--- src/rtl/spi_slave_if.sv ---
// Host-side and pin-side signals of the SPI responder, grouped for port hookup.
// The slave modport is the responder's view; master is the driving environment.
interface spi_slave_if;
  logic [7:0] i_Tx_Byte;
  logic       i_Tx_Valid;
  logic       o_Tx_Ready;
  logic       o_Tx_Underrun;
  logic [7:0] o_Rx_Byte;
  logic       o_Rx_Ready;
  logic       i_SPI_Clk;
  logic       i_SPI_CSLow;
  logic       i_SPI_Mosi;
  logic       o_SPI_Miso;
  logic       o_SPI_MisoEn;

  modport slave (
    input  i_Tx_Byte, i_Tx_Valid, i_SPI_Clk, i_SPI_CSLow, i_SPI_Mosi,
    output o_Tx_Ready, o_Tx_Underrun, o_Rx_Byte, o_Rx_Ready, o_SPI_Miso, o_SPI_MisoEn
  );

  modport master (
    output i_Tx_Byte, i_Tx_Valid, i_SPI_Clk, i_SPI_CSLow, i_SPI_Mosi,
    input  o_Tx_Ready, o_Tx_Underrun, o_Rx_Byte, o_Rx_Ready, o_SPI_Miso, o_SPI_MisoEn
  );
endinterface

--- src/rtl/spi_slave.sv ---
// SPI responder, all four CPOL/CPHA modes, MSB first, 8-bit frames, oversampled in clk domain.
// Pin events act 3 clk cycles after they occur; one-byte transmit holding register.
module spi_slave #(
  parameter bit         CPOL       = 1'b0,
  parameter bit         CPHA       = 1'b0,
  parameter logic [7:0] DEFAULT_TX = 8'hFF
) (
  input  logic       clk,
  input  logic       reset,
  spi_slave_if.slave bus
);

  typedef enum logic {IDLE, ACTIVE} state_t;

  state_t     state;
  logic       sclk_s1, sclk_s2, sclk_s3;
  logic       cs_s1, cs_s2, cs_s3;
  logic       mosi_s1, mosi_s2;
  logic [7:0] hold_byte;
  logic [7:0] tx_shift;
  logic [7:0] rx_shift;
  logic [7:0] rx_byte;
  logic [2:0] bit_cnt;
  logic       tx_ready;
  logic       tx_underrun;
  logic       rx_ready;
  logic       miso;
  logic       miso_en;
  logic       skip_shift;

  logic       lead_evt, trail_evt, sample_evt, shift_evt;
  logic       cs_fall, cs_rise, load;
  logic [7:0] next_tx;
  logic [7:0] rx_next;

  always_comb begin
    lead_evt   = (sclk_s2 != CPOL) && (sclk_s3 == CPOL);
    trail_evt  = (sclk_s2 == CPOL) && (sclk_s3 != CPOL);
    sample_evt = CPHA ? trail_evt : lead_evt;
    shift_evt  = CPHA ? lead_evt : trail_evt;
    cs_fall    = !cs_s2 && cs_s3;
    cs_rise    = cs_s2 && !cs_s3;
    next_tx    = tx_ready ? DEFAULT_TX : hold_byte;
    rx_next    = {rx_shift[6:0], mosi_s2};
    load       = ((state == IDLE) && cs_fall) ||
                 ((state == ACTIVE) && !cs_rise && sample_evt && (bit_cnt == 3'd7));
  end

  always_ff @(posedge clk) begin
    if (!reset) begin
      state       <= IDLE;
      sclk_s1     <= CPOL;
      sclk_s2     <= CPOL;
      sclk_s3     <= CPOL;
      cs_s1       <= 1'b1;
      cs_s2       <= 1'b1;
      cs_s3       <= 1'b1;
      mosi_s1     <= 1'b0;
      mosi_s2     <= 1'b0;
      hold_byte   <= 8'h00;
      tx_shift    <= 8'h00;
      rx_shift    <= 8'h00;
      rx_byte     <= 8'h00;
      bit_cnt     <= 3'd0;
      tx_ready    <= 1'b1;
      tx_underrun <= 1'b0;
      rx_ready    <= 1'b0;
      miso        <= 1'b0;
      miso_en     <= 1'b0;
      skip_shift  <= 1'b0;
    end else begin
      sclk_s1     <= bus.i_SPI_Clk;
      sclk_s2     <= sclk_s1;
      sclk_s3     <= sclk_s2;
      cs_s1       <= bus.i_SPI_CSLow;
      cs_s2       <= cs_s1;
      cs_s3       <= cs_s2;
      mosi_s1     <= bus.i_SPI_Mosi;
      mosi_s2     <= mosi_s1;
      tx_underrun <= 1'b0;
      rx_ready    <= 1'b0;

      case (state)
        IDLE: begin
          if (cs_fall) begin
            state   <= ACTIVE;
            miso_en <= 1'b1;
          end
        end
        ACTIVE: begin
          if (cs_rise) begin
            state      <= IDLE;
            miso_en    <= 1'b0;
            bit_cnt    <= 3'd0;
            rx_shift   <= 8'h00;
            tx_shift   <= 8'h00;
            miso       <= 1'b0;
            skip_shift <= 1'b0;
          end else begin
            if (sample_evt) begin
              rx_shift <= rx_next;
              bit_cnt  <= bit_cnt + 3'd1;
              if (bit_cnt == 3'd7) begin
                rx_byte  <= rx_next;
                rx_ready <= 1'b1;
              end
            end
            // A back-to-back reload in CPHA=0 already presented bit7, so the next trailing edge must not shift
            if (shift_evt) begin
              if (!CPHA && skip_shift) begin
                skip_shift <= 1'b0;
              end else begin
                miso     <= tx_shift[7];
                tx_shift <= {tx_shift[6:0], 1'b0};
              end
            end
          end
        end
        default: state <= IDLE;
      endcase

      if (load) begin
        tx_underrun <= tx_ready;
        tx_ready    <= 1'b1;
        bit_cnt     <= 3'd0;
        if (CPHA) begin
          tx_shift <= next_tx;
        end else begin
          miso       <= next_tx[7];
          tx_shift   <= {next_tx[6:0], 1'b0};
          skip_shift <= (state == ACTIVE);
        end
      end

      // Placed after the load so a byte offered while empty is kept for the following frame
      if (bus.i_Tx_Valid && tx_ready) begin
        hold_byte <= bus.i_Tx_Byte;
        tx_ready  <= 1'b0;
      end
    end
  end

  assign bus.o_Tx_Ready    = tx_ready;
  assign bus.o_Tx_Underrun = tx_underrun;
  assign bus.o_Rx_Byte     = rx_byte;
  assign bus.o_Rx_Ready    = rx_ready;
  assign bus.o_SPI_Miso    = miso;
  assign bus.o_SPI_MisoEn  = miso_en;

endmodule

--- src/flat_wrapper.sv ---
// flat-port wrapper written by rule: the top's interface ports become plain ports
module spi_slave_flat 
#(
  parameter bit         CPOL       = 1'b0,
  parameter bit         CPHA       = 1'b0,
  parameter logic [7:0] DEFAULT_TX = 8'hFF
)
  (clk, reset, bus_i_Tx_Byte, bus_i_Tx_Valid, bus_i_SPI_Clk, bus_i_SPI_CSLow, bus_i_SPI_Mosi, bus_o_Tx_Ready, bus_o_Tx_Underrun, bus_o_Rx_Byte, bus_o_Rx_Ready, bus_o_SPI_Miso, bus_o_SPI_MisoEn);
  spi_slave_if bus_i ();
  input  logic clk;
  input  logic reset;
  input wire logic [$bits(bus_i.i_Tx_Byte)-1:0] bus_i_Tx_Byte;
  input wire logic [$bits(bus_i.i_Tx_Valid)-1:0] bus_i_Tx_Valid;
  input wire logic [$bits(bus_i.i_SPI_Clk)-1:0] bus_i_SPI_Clk;
  input wire logic [$bits(bus_i.i_SPI_CSLow)-1:0] bus_i_SPI_CSLow;
  input wire logic [$bits(bus_i.i_SPI_Mosi)-1:0] bus_i_SPI_Mosi;
  output wire logic [$bits(bus_i.o_Tx_Ready)-1:0] bus_o_Tx_Ready;
  output wire logic [$bits(bus_i.o_Tx_Underrun)-1:0] bus_o_Tx_Underrun;
  output wire logic [$bits(bus_i.o_Rx_Byte)-1:0] bus_o_Rx_Byte;
  output wire logic [$bits(bus_i.o_Rx_Ready)-1:0] bus_o_Rx_Ready;
  output wire logic [$bits(bus_i.o_SPI_Miso)-1:0] bus_o_SPI_Miso;
  output wire logic [$bits(bus_i.o_SPI_MisoEn)-1:0] bus_o_SPI_MisoEn;
  assign bus_i.i_Tx_Byte = bus_i_Tx_Byte;
  assign bus_i.i_Tx_Valid = bus_i_Tx_Valid;
  assign bus_i.i_SPI_Clk = bus_i_SPI_Clk;
  assign bus_i.i_SPI_CSLow = bus_i_SPI_CSLow;
  assign bus_i.i_SPI_Mosi = bus_i_SPI_Mosi;
  assign bus_o_Tx_Ready = bus_i.o_Tx_Ready;
  assign bus_o_Tx_Underrun = bus_i.o_Tx_Underrun;
  assign bus_o_Rx_Byte = bus_i.o_Rx_Byte;
  assign bus_o_Rx_Ready = bus_i.o_Rx_Ready;
  assign bus_o_SPI_Miso = bus_i.o_SPI_Miso;
  assign bus_o_SPI_MisoEn = bus_i.o_SPI_MisoEn;
  spi_slave #(.CPOL(CPOL), .CPHA(CPHA), .DEFAULT_TX(DEFAULT_TX)) u_core (.clk(clk), .reset(reset), .bus(bus_i));
endmodule
--- config.mk ---
export PLATFORM = sky130hd
export DESIGN_NAME = spi_slave_flat
export DESIGN_NICKNAME = d
export VERILOG_FILES = /design/src/rtl/spi_slave_if.sv /design/src/rtl/spi_slave.sv /design/src/flat_wrapper.sv
export SDC_FILE = /design/constraint.sdc
export NUM_CORES = 1
export LEC_CHECK = 0
export CAP_MARGIN = 20
export CORE_MARGIN = 5
export CORE_UTILIZATION = 45
export DETAILED_ROUTE_END_ITERATION = 12
export PLACE_DENSITY = 0.79
export SLEW_MARGIN = 20
export SYNTH_ARGS = -nofsm -noshare
export SYNTH_HDL_FRONTEND = slang
export SYNTH_SLANG_ARGS = --single-unit
--- constraint.sdc ---
create_clock -name clk -period 3.3 [get_ports clk]
set_input_delay 0.33 -clock clk [delete_from_list [all_inputs] [get_ports clk]]
set_output_delay 0.33 -clock clk [all_outputs]
set_load 0.005 [all_outputs]
==> impl_results.md <==
* Sinks on Clock Net at 48
* Vias in the first global route at 1289
* Cell Area, Synth at 1910 sq um
* Antenna cells at 0
* Row Count at 23
* Primary FF master, synth: dfxtp_1
* Slew headroom at 49.1%
* Critical Path Sink Type: flop
* P_leak at 0.804 nW
* Total Neg Setup Slack at 0 ps
* CTS Buffer Depth at 2
* Final period utilization at 56.6%
* Critical Path AT at 2100 ps
* Cts repair resizes at 0
* Routed wire per std cell at 12.2 um
* Cell taking the most area after synthesis: dfxtp_1
* Post-synth EDFFs at 0
* Worst-path maximum fanout at 10
* Crit path launch type: flop
* Synthesized area per cell at 10.2 sq um
* Die Wd at 75.1 um
* Die ar. at 5640 sq um
* H-tree depth at 2
* Final slew viol count at 0
* Post-Route Skew at 4.15 ps
* Via Count at 1352
* Core area at 4060 sq um
* Syn Inst Count at 187
* Synthesis Warnings at 0
* Crit path kind: flop to flop
* Slew @ Worst Pin at 761 ps
* Count leader, synth: dfxtp_1
* Ratio of cells with drive above 1 in the final layout at 10.4%
* DRT antenna net count at 0
* Drt initial violations at 67
* Synth top cells by count: dfxtp_1, nor2b_1, nand2_1, nor2_1
* PwrDens at 479 nW/um^2
* Max Fclk at 535 MHz
* GPL Wtd Cong at 0.762
* Cell family with most CP delay: simple AND/OR/NAND/NOR gates
* Drt drc at 0
* Sequential area share after synthesis at 50.4%
* Setup Fix Bufs, Post-CTS at 0
* Worst-Skew Late Latency at 290 ps
* Max-Cap Viols at 0
* Synthesized net count at 203
* Register bit total from synthesis at 48
* Hold Vio Cnt, Final at 0
* Slowest cell on crit path: o31a_1
* VDD IR-drop max at 0.000331 V
* Nets at 226
* Period minus WS final at 1870 ps
* Worst hold path type: flop to flop
* Port buffer count at 26
* Post-DP HPWL at 2260 um
* Status: complete, no violations
* GRT overflow at 0
* Total track usage at 12.7%
* CTS Buf Count at 5
* Hold buffers post-CTS at 0
* Post-synth cell types at 30
* Via-to-Cell Ratio at 5.18
* Util after Layout at 56.5%
* Ys async rst share at 0%
* Crit-path max cell delay at 610 ps
* I/O pin count at 27
* DRT Pass-1 Iters at 4
* First-pass GRT wire length at 5540 um
* CP required at 3530 ps
* CTS tree: yes
* Starting Density at 47.0%
* Total power at 1.10 mW
* Clk root buf: clkbuf_8
* Synth area leaders: dfxtp_1, nor2b_1, mux2i_1, o31ai_2, a22oi_1
* Largest net degree at the start of global routing at 24
* Cell breakdown of the critical path: nor2b_1, o31a_1, nand2_1, nor2_1
* Setup violations, final at 0
* Post-Route WL at 3190 um
* Layout Area Growth over Synthesis at 20.2%
* RSZ-0062 raised after global routing: no
* Worst-path clk slew at 80 ps
* Post-synth top area share at 50.4%
* Initial antenna violation count at 0
* Buf/Inv on CP at 0
* Die Ht at 75.1 um
power by group:
part | total, mW | internal [mW] | switching (mW)
sequential | 0.613 | 0.598 | 0.0148
combinational | 0.0855 | 0.0476 | 0.0379
clock | 0.401 | 0.225 | 0.177
total | 1.10 | 0.870 | 0.229
through the flow:
| stage | hold WS (ps) | cells | worst slack [ps] | cell area (sq um) |
|---|---|---|---|---|
| after floorplan | 386 | 187 | 1870 | 1910 |
| after global placement | 393 | 253 | 1450 | 2190 |
| after detailed placement | 399 | 253 | 1420 | 2190 |
| after CTS | 418 | 261 | 1440 | 2290 |
| after global routing | 430 | 261 | 1210 | 2290 |
| final | 413 | 261 | 1430 | 2290 |
routing by layer:
metal	up-vias	global-route usage (%)	routed length [um]
met5	-	0	0
met4	0	5.34	58
met3	6	3.20	106
met2	21	19.9	1440
met1	627	16.6	1580
li1	698	-	-
cells by family after synthesis:
kind of cell    synth area share [%]
flops                           50.4
mux                             4.72
buf+inv                         4.13
compound gates                  19.5
simple gates                    19.4
fa+ha+maj                       1.84
flip-flops by register name, indices dropped and copies added, names as in the netlist, 3 cells and up:
name and cells:
u_core.bus.o_Rx_Byte 8, u_core.hold_byte 8, u_core.rx_shift 7, u_core.tx_shift 7
u_core.bit_cnt 3
cell type report:
| type | instances | area [sq um] |
|---|---|---|
| Sequential cell | 48 | 961 |
| Clock buffer | 6 | 72.6 |
| Timing Repair Buffer | 30 | 290 |
| Clock inverter | 2 | 35.0 |
| Multi-Input combinational cell | 124 | 868 |
| Inverter | 1 | 3.75 |
| Fill cell | 342 | 1760 |
| Tap cell | 50 | 62.6 |
final timing paths:
path	end	slack [ps]	cells after the start	startpoint
setup / recovery	u_core.bit_cnt[2]$_SDFFE_PP0P_	1430	4	u_core.cs_s2$_SDFF_PN1_
hold / removal	u_core.cs_s2$_SDFF_PN1_	410	1	u_core.cs_s1$_SDFF_PN1_
setup reg to reg	u_core.bit_cnt[2]$_SDFFE_PP0P_	1430	4	u_core.cs_s2$_SDFF_PN1_
hold reg to reg	u_core.cs_s2$_SDFF_PN1_	410	1	u_core.cs_s1$_SDFF_PN1_
placed cells by master, fill, tap and decap left out, types with 2 or more instances in the layout:
cell type,instances
a21boi_0,8
a21oi_1,2
a221oi_1,7
a22oi_1,9
and2_1,8
and3_1,3
buf_4,4
clkbuf_8,5
clkdlybuf4s50_1,26
dfxtp_1,48
ha_1,2
mux2i_1,9
nand2_1,14
nand2b_1,4
nand3_1,8
nor2_1,11
nor2b_1,19
o21ai_0,3
o31ai_2,7
o31ai_4,2
worst reg2reg max path, cell delays in order (launching register included):
cell and delay [ps]:
dfxtp_1 390, nor2b_1 480, o31a_1 610, nand2_1 200
nor2_1 140
(Power assumes the default switching activity.)
==> variant 1: new RTL, config.mk and constraints unchanged <==
`CPOL` is set to 1'b0 in 2 places; all go to 1'b1.
--- a/src/rtl/spi_slave.sv
+++ b/src/rtl/spi_slave.sv
@@ -2,5 +2,5 @@
 // Pin events act 3 clk cycles after they occur; one-byte transmit holding register.
 module spi_slave #(
-  parameter bit         CPOL       = 1'b0,
+  parameter bit         CPOL       = 1'b1,
   parameter bit         CPHA       = 1'b0,
   parameter logic [7:0] DEFAULT_TX = 8'hFF
--- a/src/flat_wrapper.sv
+++ b/src/flat_wrapper.sv
@@ -2,5 +2,5 @@
 module spi_slave_flat 
 #(
-  parameter bit         CPOL       = 1'b0,
+  parameter bit         CPOL       = 1'b1,
   parameter bit         CPHA       = 1'b0,
   parameter logic [7:0] DEFAULT_TX = 8'hFF
Formal check against the unedited RTL: not equivalent (a bounded check fails within 10 cycles, from zero or initial values and one cycle with reset low).
==> variant 1 against the unedited design <==
- die area about the same
- design area down 1.1%
- routed wire length down 1.1%
- power down 5.2%
- count of clock-buffer cells in the layout up 2
- critical path depth unchanged
- sequential cell count unchanged
- via count down 1.9%
- worst setup slack worse by 0.0047 ns
- area after synthesis about the same
- critical endpoint is now u_core.bit_cnt[0]$_SDFFE_PP0P_
==> variant 1: results <==
pwr:
  p_leak_nw: 0.784
  peakVddDrop_uv: 248
synth:
  synth_top_family_by_area: "compound AO/OA/AOI/OAI gates"
  synth_fp_nets: 203
  ys_async_sr_fraction: 0
  netlist_top_cells_count: "dfxtp_1 (48), nor2b_1 (19), nand2_1 (14), nor2_1 (11)"
  synth_mux_area_frac: 0.0472
  synth_area_leaders: "dfxtp_1 (50%), nor2b_1 (6.2%), mux2i_1 (4.7%)"
  synth_xor_xnor_area_share: 0
  synth.distinct_cells: 31
  yosys.area_share.adder: 0.0183
  synth_compound_area_frac: 0.195
  ys.flop_type: "dfxtp_1"
  ys_seq_area_frac: 0.503
  ys_warn_count: 0
route:
  detail_route.iter0.violations: 83
  via_count: 1326
  wirelength_um: 3160
  drt_first_pass_iters: 4
critical_path:
  crit_fanout: 10
  critPathSlowestCell: "o31a_1"
  slowest_delay_ns: 0.60
  timing.setup.critical_path_class: "reg -> reg"
  r2r-start: "u_core.cs_s2$_SDFF_PN1_"
  crit_arrival_ns: 2.10
  crit_family: "simple AND/OR/NAND/NOR gates"
clocking:
  htree_levels: 2
  root_buffer: "clkbuf_8"
  post_cts_resized: 0
  clock_latency_ns: 0.29
  post_cts_buffers: 0
  numCtsBuffers: 5
  cts_buffer_depth: 2
  cts.clk_slew.worst_paths_ns: 0.08
global_route:
  grt_usage: 0.119
  grt_max_degree: 36
  grt_pass1_wl_um: 5150
  grt_antenna_before_repair: 0
  first_global_vias: 1175
cells_and_area:
  antennaDiodeCount: 0
  nets: 225
  drive_gt1_frac: 0.0952
hold_path:
  hp-class: "reg -> reg"
  worstHoldStart: "u_core.cs_s1$_SDFF_PN1_"
placed_design:
  place.port_buffers: 26
  gp_congestion: 0.754
  dpl.hpwl_um: 2210
sta:
  skew_ns: 0.00547
  worst_pin_slew_ns: 0.961
run_status:
  status: "complete, no violations"
==> variant 1: layout make-up <==
| cell class | count | area (um^2) |
|---|---|---|
| clock buffers | 8 | 90.1 |
| fillers | 349 | 1790 |
| inverters | 1 | 3.75 |
| multi-input cells | 124 | 868 |
| flip-flops and latches | 48 | 961 |
| well taps | 50 | 62.6 |
| repair buffers | 29 | 283 |
==> variant 1: routing by layer <==
layer  wire [um]  global-route usage  part of all wire  up-vias
li1            -                   -                 -      699
met1        1550               0.155              0.49      599
met2        1410               0.185              0.45       20
met3         109              0.0240             0.035        8
met4          80              0.0699             0.025        0
met5           0                   0                 0        -
==> variant 1: where the power goes <==
part / leakage, nW / switching, mW / internal (mW)
Combinational: 0.348 / 0.0411 / 0.0472
Sequential: 0.391 / 0.0122 / 0.598
Clock: 0.0455 / 0.173 / 0.171
==> variant 1: final timing paths <==
path | cells after the start | endpoint | slack, ns
worst max register to register | 4 | u_core.bit_cnt[0]$_SDFFE_PP0P_ | 1.43
worst max-delay path | 4 | u_core.bit_cnt[0]$_SDFFE_PP0P_ | 1.43
worst min register to register | 1 | u_core.cs_s2$_SDFF_PN1_ | 0.41
worst min-delay path | 1 | u_core.cs_s2$_SDFF_PN1_ | 0.41
==> variant 1: kinds of logic after synthesis <==
logic type                 after synthesis
and+or+nand+nor                         70
DFF                                     48
AOI/OAI and AO/OA                       42
buffers and inverters                   15
muxes                                    9
adders and majority gates                3
==> variant 1: through the flow <==
step	cells	utilization	hold WS, ns	setup slack (ns)	area (um^2)
floorplan	187	-	0.386	1.87	1910
global placement	252	0.537	0.399	1.25	2180
detailed placement	252	0.537	0.399	1.21	2180
CTS	260	0.559	0.416	1.41	2270
global route	260	0.559	0.429	1.25	2270
finish	260	0.559	0.412	1.43	2270
==> variant 2: new RTL, same flow settings <==
Made on the original files. Make the reset (`reset`) asynchronous in one clocked block.
--- a/src/rtl/spi_slave.sv
+++ b/src/rtl/spi_slave.sv
@@ -47,5 +47,5 @@
   end
 
-  always_ff @(posedge clk) begin
+  always_ff @(posedge clk or negedge reset) begin
     if (!reset) begin
       state       <= IDLE;
Behaviour: differs if reset is asserted again (counterexample within 4 cycles, from zero or initial values and one cycle with reset low); with reset held inactive, the same outputs for 10 cycles.
==> variant 2 against the unedited design <==
- routed wire length up 9.2%
- global-route usage up 0.27 points
- design area grew 4.6%
- worst setup slack worse by 0.099 ns
- critical path depth grew 2
- sequential cell count unchanged
- area after synthesis increased by 6.2%
Power is not compared: it rests on default switching activity, and its combinational part moved more than twofold at a synthesized area within 25%.
==> variant 2: results <==
sta:
  worst_pin_slew_ns: 0.585
placed_design:
  dpl.hpwl_um: 2440
  placed_area_um2: 2300
  gp_congestion: 0.772
  dp.cells: 217
synth:
  avgSynthCellArea_um2: 14.2
  ys_seq_area_frac: 0.595
  synth_compound_area_frac: 0.0920
  ys_async_sr_fraction: 1.00
  synth_fp_nets: 159
cells_and_area:
  area_growth_pct: 18.3
  nonClkBufAreaFrac: 0.107
  drive_gt1_frac: 0.260
  nNonClkInverters: 2
  buffers_excl_clock: 26
route:
  met2_wirelength_um: 1640
hold_path:
  hp-class: "in -> async"
run_status:
  status: "complete, no violations"
critical_path:
  crit_family: "adder cells"
  reg2reg_to: "u_core.tx_shift[7]$_DFFE_PN0P_"
  crit_arrival_ns: 2.16
global_route:
  grtUsageMet3: 0.0562
  first_global_vias: 1313
  grt_util_met1: 0.165
  grt_usage: 0.130
floorplanning:
  die_w_um: 77.1
-- variant 2: cell count changes in the layout (fill, tap and decap cells not counted), moves of 8 or more --
cell / unedited run / this run
a21boi_0: 8 / 0
a22oi_1: 9 / 0
dfrtp_1: 0 / 44
dfxtp_1: 48 / 0
mux2_2: 0 / 16
nor2b_1: 19 / 2
-- variant 2: how the worst min path moves through the flow --
stage,from,endpoint,slack [ns]
6_report,reset,u_core.hold_byte[6]$_DFFE_PN0P_,0.02
5_1_grt,reset,u_core.hold_byte[4]$_DFFE_PN0P_,0.07
4_1_cts,reset,u_core.hold_byte[6]$_DFFE_PN0P_,0.24
3_5_place_dp,u_core.cs_s1$_DFF_PN1_,u_core.cs_s2$_DFF_PN1_,0.35
3_3_place_gp,u_core.sclk_s1$_DFF_PN0_,u_core.sclk_s2$_DFF_PN0_,0.33
2_1_floorplan,reset,u_core.bit_cnt[0]$_DFFE_PN0P_,0.03
